===== config.mk =====
export PLATFORM = sky130hd
export DESIGN_NAME = pipe_skid_latch
export DESIGN_NICKNAME = d
export VERILOG_FILES = /design/src/rtl/pipe_skid_latch.sv
export SDC_FILE = /design/constraint.sdc
export NUM_CORES = 1
export LEC_CHECK = 0
export ABC_AREA = 1
export CAP_MARGIN = 20
export CORE_ASPECT_RATIO = 1.25
export CORE_MARGIN = 8
export CORE_UTILIZATION = 35
export CTS_BUF_LIST = sky130_fd_sc_hd__clkbuf_4 sky130_fd_sc_hd__clkbuf_8
export CTS_CLUSTER_DIAMETER = 150
export CTS_CLUSTER_SIZE = 25
export DETAILED_ROUTE_END_ITERATION = 8
export GPL_TIMING_DRIVEN = 1
export HOLD_SLACK_MARGIN = 0.15
export PLACE_DENSITY_LB_ADDON = 0.12
export SLEW_MARGIN = 10
export SYNTH_ARGS = -nofsm -noshare
export SYNTH_HDL_FRONTEND = slang
export SYNTH_SLANG_ARGS = --single-unit

===== constraint.sdc =====
create_clock -name clk -period 8 [get_ports clk]
set_clock_uncertainty 0.15 [all_clocks]
set_input_delay 1.6 -clock clk [delete_from_list [all_inputs] [get_ports clk]]
set_output_delay 1.6 -clock clk [all_outputs]
set_load 0.1 [all_outputs]

===== src/rtl/pipe_skid_latch.sv =====
// Two-entry pipeline latch (main + skid) with flush, NOP bubble insertion and a saturating stall counter.
// Latency 1 cycle; in_ready depends only on registered state, so there is no combinational path from out_ready.
module pipe_skid_latch #(
  parameter int                 PC_W      = 32,
  parameter int                 INSTR_W   = 32,
  parameter logic [INSTR_W-1:0] NOP_INSTR = INSTR_W'(32'h00000013),
  parameter int                 CNT_W     = 16
) (
  input  logic               clk,
  input  logic               rst,
  input  logic               in_valid,
  output logic               in_ready,
  input  logic [PC_W-1:0]    in_pc,
  input  logic [INSTR_W-1:0] in_instr,
  input  logic               flush,
  output logic               out_valid,
  input  logic               out_ready,
  output logic [PC_W-1:0]    out_pc,
  output logic [INSTR_W-1:0] out_instr,
  output logic [1:0]         occupancy,
  output logic [CNT_W-1:0]   stall_cnt
);

  typedef enum logic [1:0] {
    EMPTY = 2'd0,
    ONE   = 2'd1,
    FULL  = 2'd2
  } state_t;

  state_t             state;
  logic [PC_W-1:0]    main_pc;
  logic [INSTR_W-1:0] main_instr;
  logic [PC_W-1:0]    skid_pc;
  logic [INSTR_W-1:0] skid_instr;
  logic               acc;
  logic               dq;

  // Handshake outputs decode straight from the state flops.
  assign out_valid = (state != EMPTY);
  assign in_ready  = (state != FULL);
  assign occupancy = state;
  assign out_pc    = main_pc;
  assign out_instr = main_instr;

  assign acc = in_valid & in_ready;
  assign dq  = out_valid & out_ready;

  always_ff @(posedge clk or posedge rst) begin
    if (rst) begin
      state      <= EMPTY;
      main_pc    <= '0;
      main_instr <= NOP_INSTR;
      skid_pc    <= '0;
      skid_instr <= '0;
      stall_cnt  <= '0;
    end else begin
      if (out_valid && !out_ready && !flush && (stall_cnt != {CNT_W{1'b1}}))
        stall_cnt <= stall_cnt + 1'b1;

      if (flush) begin
        // Main pc is left alone; only the instruction becomes a bubble.
        state      <= EMPTY;
        main_instr <= NOP_INSTR;
      end else begin
        case (state)
          EMPTY: begin
            if (acc) begin
              main_pc    <= in_pc;
              main_instr <= in_instr;
              state      <= ONE;
            end
          end
          ONE: begin
            if (acc && !dq) begin
              skid_pc    <= in_pc;
              skid_instr <= in_instr;
              state      <= FULL;
            end else if (acc && dq) begin
              main_pc    <= in_pc;
              main_instr <= in_instr;
            end else if (dq) begin
              main_instr <= NOP_INSTR;
              state      <= EMPTY;
            end
          end
          FULL: begin
            if (dq) begin
              main_pc    <= skid_pc;
              main_instr <= skid_instr;
              state      <= ONE;
            end
          end
          default: begin
            main_instr <= NOP_INSTR;
            state      <= EMPTY;
          end
        endcase
      end
    end
  end

endmodule

==> results.md, run 1 <==
* Outcome: complete, no violations
* Dpl cells at around 1300
* Setup violations, final at 0
* Largest net degree at the start of global routing at between 100 and 150
* Worst r2r src: occupancy[1]
* Setup crit end: in_ready
* Critical Path AT at 2400 ps
* Filler Cell Count at 1961
* Initial Utilization at 0.3569
* Die Y at roughly 170 µm
* Area leader, netlist: dfrtp_1
* Reg2reg setup slack at 5460 ps
* Initial antenna violation count at 1
* Fmax at approximately 240 MHz
* Vias per inst at 4.569
* Power Density at between 300 and 400 mW/mm²
* R2r worst-path depth at 7
* Synth-to-Final Area Change at 29.85%
* TritonCTS clock tree: done
* Grt ovf at 0
* Max_cap viols at 0
* Setup TNS at 0 ps
* Syn. warnings at 0
* Worst ir drop on vdd at about 130 µV
* Cell with the most instances after synthesis: nand2_1
* P_leak at 4.095 nW
* CTS max path bufs at 2
* Num ports at roughly 150
* Ys async rst share at 1.000
* Post-synth EDFFs at 0
* Iteration-0 DRC Markers at 318
* First-pass GRT wire length at approximately 30 mm
* Layout Cells excl Fill at around 1300
* Critical path capture point type: output port
* Critical Path Fanout Max at 8
* Root buffer cell: clkbuf_8
* DR WL/cell at around 14 µm
* CTS Sinks at 146
* Wirelength, routed at between 15 and 20 mm
* Clock period minus worst slack at about 4100 ps
* Layout Nets at 1097
* Yosys top cell area share at 0.5149
* HPWL after DPL at 12.06 mm
* Top_reg_cell synth: dfrtp_1
* Count of final max-slew check failures at 0
* Worst setup path class: reg -> out
* Worst-path clk slew at 70 ps
* # resized after CTS at 0
* Critical path data required time at 6250 ps
* Core ar. at around 0.019 mm²
* PortBufs at between 150 and 200
* Synth area leaders: dfrtp_1 (51%), nand2_1 (15%), o21ai_0 (4.8%), nand3_1 (4.8%), a21oi_1 (4.7%)
* Via count at just under 6000
* CTS buffer count at 17
* Vias in the first global route at just under 6000
* Post-layout util at 0.4635
* Antenna Nets Post-Route at 0
* Die width at 142.0 µm
* Register area share after synthesis at 0.5263
* RSZ-0062 raised after global routing: false
* Reg-to-reg critical path endpoint: out_instr[25]
* Row cnt at 57
* Post-Synthesis Cell Area at a little under 0.007 mm²
* Final period utilization at 0.5183
* # DRC at 0
* Critical path launch point: occupancy[1]
* Final Hold Viols at 0
* CP Launch Type: register
* GRT Util Overall at 0.1535
* Relative slew slack at 0.2919
* Worst-margin pin slew at about 1100 ps
* Synth Area per Inst at roughly 7.7 µm²
* Gate count after technology mapping at around 900
* N_diodes at 0
* Post-synth top cells: nand2_1 (271), dfrtp_1 (143), nor2_1 (84), inv_1 (80), o21ai_0 (67)
* Initial DRT Pass Iterations at 5
* Total nets after synthesis at around 970
* FF+latch count, synth at between 100 and 150
* Post-CTS Setup Bufs at 0
* Distinct cell type count after synthesis at 28
* Worst skew pair latency at roughly 430 ps
* Placer Congestion at ~0.78
* Die area at between 0.02 and 0.025 mm²
* CTS hold repair buffers at 0
* Hold crit path type: reg -> reg
* Fraction of layout cells with a size suffix above 1 at 0.05780
* H-tree depth at 4
* Final hold slack at ~320 ps
through the flow:
stage	cell area [µm²]	power (mW)	setup slack [ps]
6_report	9024	2.884	3854
3_5_place_dp	8630	2.325	4040
4_1_cts	9024	2.931	3821
3_3_place_gp	8630	2.312	4137
2_1_floorplan	6949	2.002	2332
5_1_grt	9024	3.053	3720
kinds of logic (layout without fill, tap and decap cells):
kind of cell,count (synthesis),in the layout,synth area share
AOI/OAI and AO/OA,174,174,0.1282
xor gates and xnor gates,7,7,0.008823
adders and majority gates,1,1,0.001800
buffers and inverters,136,277,0.08282
DFF,146,146,0.5263
and+or+nand+nor,433,433,0.2521
worst min-delay path by stage:
stage | start | endpoint | slack (ps) | cells after the start
2_1_floorplan | skid_instr[0] | skid_instr[0] | 300 | 2
3_3_place_gp | out_instr[1] | out_instr[1] | 310 | 2
3_5_place_dp | out_instr[1] | out_instr[1] | 310 | 2
4_1_cts | out_instr[1] | out_instr[1] | 320 | 2
5_1_grt | out_instr[1] | out_instr[1] | 350 | 2
6_report | out_instr[1] | out_instr[1] | 320 | 2
layout by cell type (no fill, tap or decap), drive strengths merged, types with 2 or more instances in the layout:
| cell | n |
|---|---|
| nand2 | 273 |
| clkinvlp | 2 |
| xnor2 | 6 |
| dfrtp | 143 |
| nor2 | 87 |
| bufinv | 3 |
| clkinv | 6 |
| dfstp | 3 |
| clkdlybuf4s50 | 152 |
| o22ai | 2 |
| nand3 | 66 |
| buf | 9 |
| clkbuf | 19 |
| nand4 | 6 |
| o21ai | 106 |
| a21oi | 65 |
| inv | 86 |
final cells by class:
type	instances	area, µm²	share of cell area
sequential	146	3657	0.4053
tap	265	331.6	0.03674
multi-input combinational	615	2724	0.3019
timing repair buffer	161	1589	0.1761
inverter	86	327.8	0.03633
clock inverter	11	138.9	0.01539
clock buffer	19	255.2	0.02829
worst max-delay path, stage by stage (launching register included):
cell             delay, ps
dfrtp_1                520
nand2_1                250
clkdlybuf4s50_1       1200
layer usage:
metal  vias to the layer above  track usage  share of wire
li1                       3091            -              -
met1                      2692       0.1989           0.48
met2                       150       0.2394           0.44
met3                        19      0.04657          0.065
met4                         2      0.04800          0.016
met5                         -            0        0.00071
power by group:
part	total, mW	switching (mW)	internal (mW)	leakage, nW
Clock	0.586	0.272	0.314	0.200
Combinational	1.25	0.953	0.302	2.14
Sequential	1.04	0.106	0.936	1.76
sequential cells by signal, summed over array words and instances, names as in the netlist:
name / flops
occupancy: 2
out_instr: 32
out_pc: 32
skid_instr: 32
skid_pc: 32
stall_cnt: 16
Power figures use the tool's default switching activity.
==> run 2: changes to the inputs <==
==> constraint.sdc (replaced) <==
create_clock -name clk -period 3.4 [get_ports clk]
set_clock_uncertainty 0.15 [all_clocks]
set_input_delay 0.68 -clock clk [delete_from_list [all_inputs] [get_ports clk]]
set_output_delay 0.68 -clock clk [all_outputs]
set_load 0.1 [all_outputs]
==> run 2 against run 1 <==
Non-clock buffer count rose by 3. Total power rose by 130%. Setup slack lost 3200 ps. Design area is 1.2% lower.
==> results.md, run 2 (synthesis gave the netlist of run 1 again) <==
* Hold Path Depth at 2
* DR WL/cell at about 14 µm
* Worst r2r src: occupancy[1]
* Commonest non-fill, non-tap cell in the layout: nand2_1
* Max_cap viols at 0
* Layout Nets at between 1000 and 1500
* Clock period minus worst slack at 2730 ps
* Initial antenna violation count at 1
* Setup TNS at 0 ps
* Layout Cells excl Fill at ~1300
* Reg-to-reg critical path endpoint: out_instr[27]
* Initial DRT Pass Iterations at 5
* Critical Path AT at 1900 ps
* Reg area at approximately 0.0037 mm²
* CTS max path bufs at 2
* Worst skew pair latency at between 400 and 500 ps
* Die area at approximately 0.025 mm²
* Setup violations, final at 0
* Hold crit path type: reg -> reg
* # resized after CTS at 0
* N_diodes at 0
* TritonCTS clock tree: done
* CP Launch Type: register
* Power Density at 756.9 mW/mm²
* Fraction of layout cells with a size suffix above 1 at 0.1429
* Synth-to-Final Area Change at 28.25%
* # DRC at 0
* Antenna Nets Post-Route at 0
* Row cnt at 57
* CTS Sinks at approximately 150
* HPWL after DPL at about 12 mm
* Vias in the first global route at slightly below 6000
* Core ar. at a little under 0.02 mm²
* Setup crit end: out_valid
* Die Y at approximately 170 µm
* Wirelength, routed at 18.26 mm
* Critical path capture point type: output port
* Highest-delay cell along the critical path: nor2_2
* Multi-input gate area at about 0.0027 mm²
* Worst setup path class: reg -> out
* Largest net degree at the start of global routing at 95
* GRT Util Overall at 0.1549
* Num ports at approximately 150
* Die width at between 100 and 150 µm
* Placer Congestion at approximately 0.76
* Fmax at between 300 and 400 MHz
* RSZ-0062 raised after global routing: false
* Filler Cell Count at just over 2000
* Worst-margin pin slew at roughly 710 ps
* Count of final max-slew check failures at 0
* P_leak at around 4.2 nW
* CTS buffer count at 17
* Critical Path Fanout Max at 16
* Most frequent cells in the layout: nand2_1 (271), dfrtp_1 (143), buf_4 (91), nor2_1 (81), inv_1 (79)
* Grt ovf at 0
* Worst ir drop on vdd at 326.4 µV
* Final Hold Viols at 0
* PortBufs at about 150
* Initial Utilization at 0.3569
* Via count at slightly below 6000
* Vias per inst at 4.563
* Critical path data required time at 2570 ps
* Final period utilization at 0.8029
* Reg2reg setup slack at roughly 920 ps
* Outcome: complete, no violations
* CTS hold repair buffers at 0
* Crit-path max cell delay at 600 ps
* Post-CTS Setup Bufs at 0
* Critical path launch point: occupancy[1]
* H-tree depth at 4
* Relative slew slack at 0.5253
* Root buffer cell: clkbuf_8
* Hold path startpoint: out_instr[1]
* First-pass GRT wire length at roughly 31 mm
* Iteration-0 DRC Markers at between 200 and 300
* Worst-path clk slew at 80 ps
* Dpl cells at around 1300
* CP cell instances: nor2_2 -> inv_1 -> buf_4
* R2r worst-path depth at 6
==> run 2: how the worst min path moves through the flow <==
stage                         end  slack [ps]
floorplan           skid_instr[0]         300
global placement     out_instr[4]         310
detailed placement   out_instr[1]         320
CTS                  out_instr[1]         330
global route         out_instr[1]         340
finish               out_instr[1]         320
==> run 2: critical path: cells and delay by family, from the launching register on <==
kind	cells	cell delay [ps]
and+or+nand+nor	1	600
DFF	1	510
buffers and inverters	2	350
==> run 2: metrics by stage <==
step	hold slack (ps)	total power [mW]	util	worst slack, ps	cell area (µm²)
after floorplan	303.0	4.711	-	241.9	6953
after global placement	311.3	5.384	0.4367	795.6	8503
after detailed placement	318.5	5.413	0.4367	718.6	8503
after CTS	331.9	6.839	0.4577	604.0	8912
after global routing	339.6	7.116	0.4577	509.5	8912
final	324.7	6.746	0.4577	670.1	8912
==> run 2: final cells by class <==
cell class | instances | area share
multi-input combinational | 615 | 0.3056
sequential | 146 | 0.4104
clock buffer | 19 | 0.02864
inverter | 86 | 0.03664
clock inverter | 13 | 0.01727
timing repair buffer | 164 | 0.1643
tap | 265 | 0.03720
==> run 2: power breakdown <==
| part | internal (mW) | switching [mW] | total [mW] |
|---|---|---|---|
| registers | 2.20 | 0.245 | 2.45 |
| logic | 0.649 | 2.25 | 2.89 |
| clock network | 0.692 | 0.713 | 1.40 |
==> run 2: routing by layer <==
layer  part of all wire  up-vias  global-route usage
met4             0.0085        2             0.05294
met3              0.063       11             0.04547
met5            0.00071        -                   0
met1               0.47     2695              0.1953
met2               0.46      153              0.2468
li1                   -     3108                   -
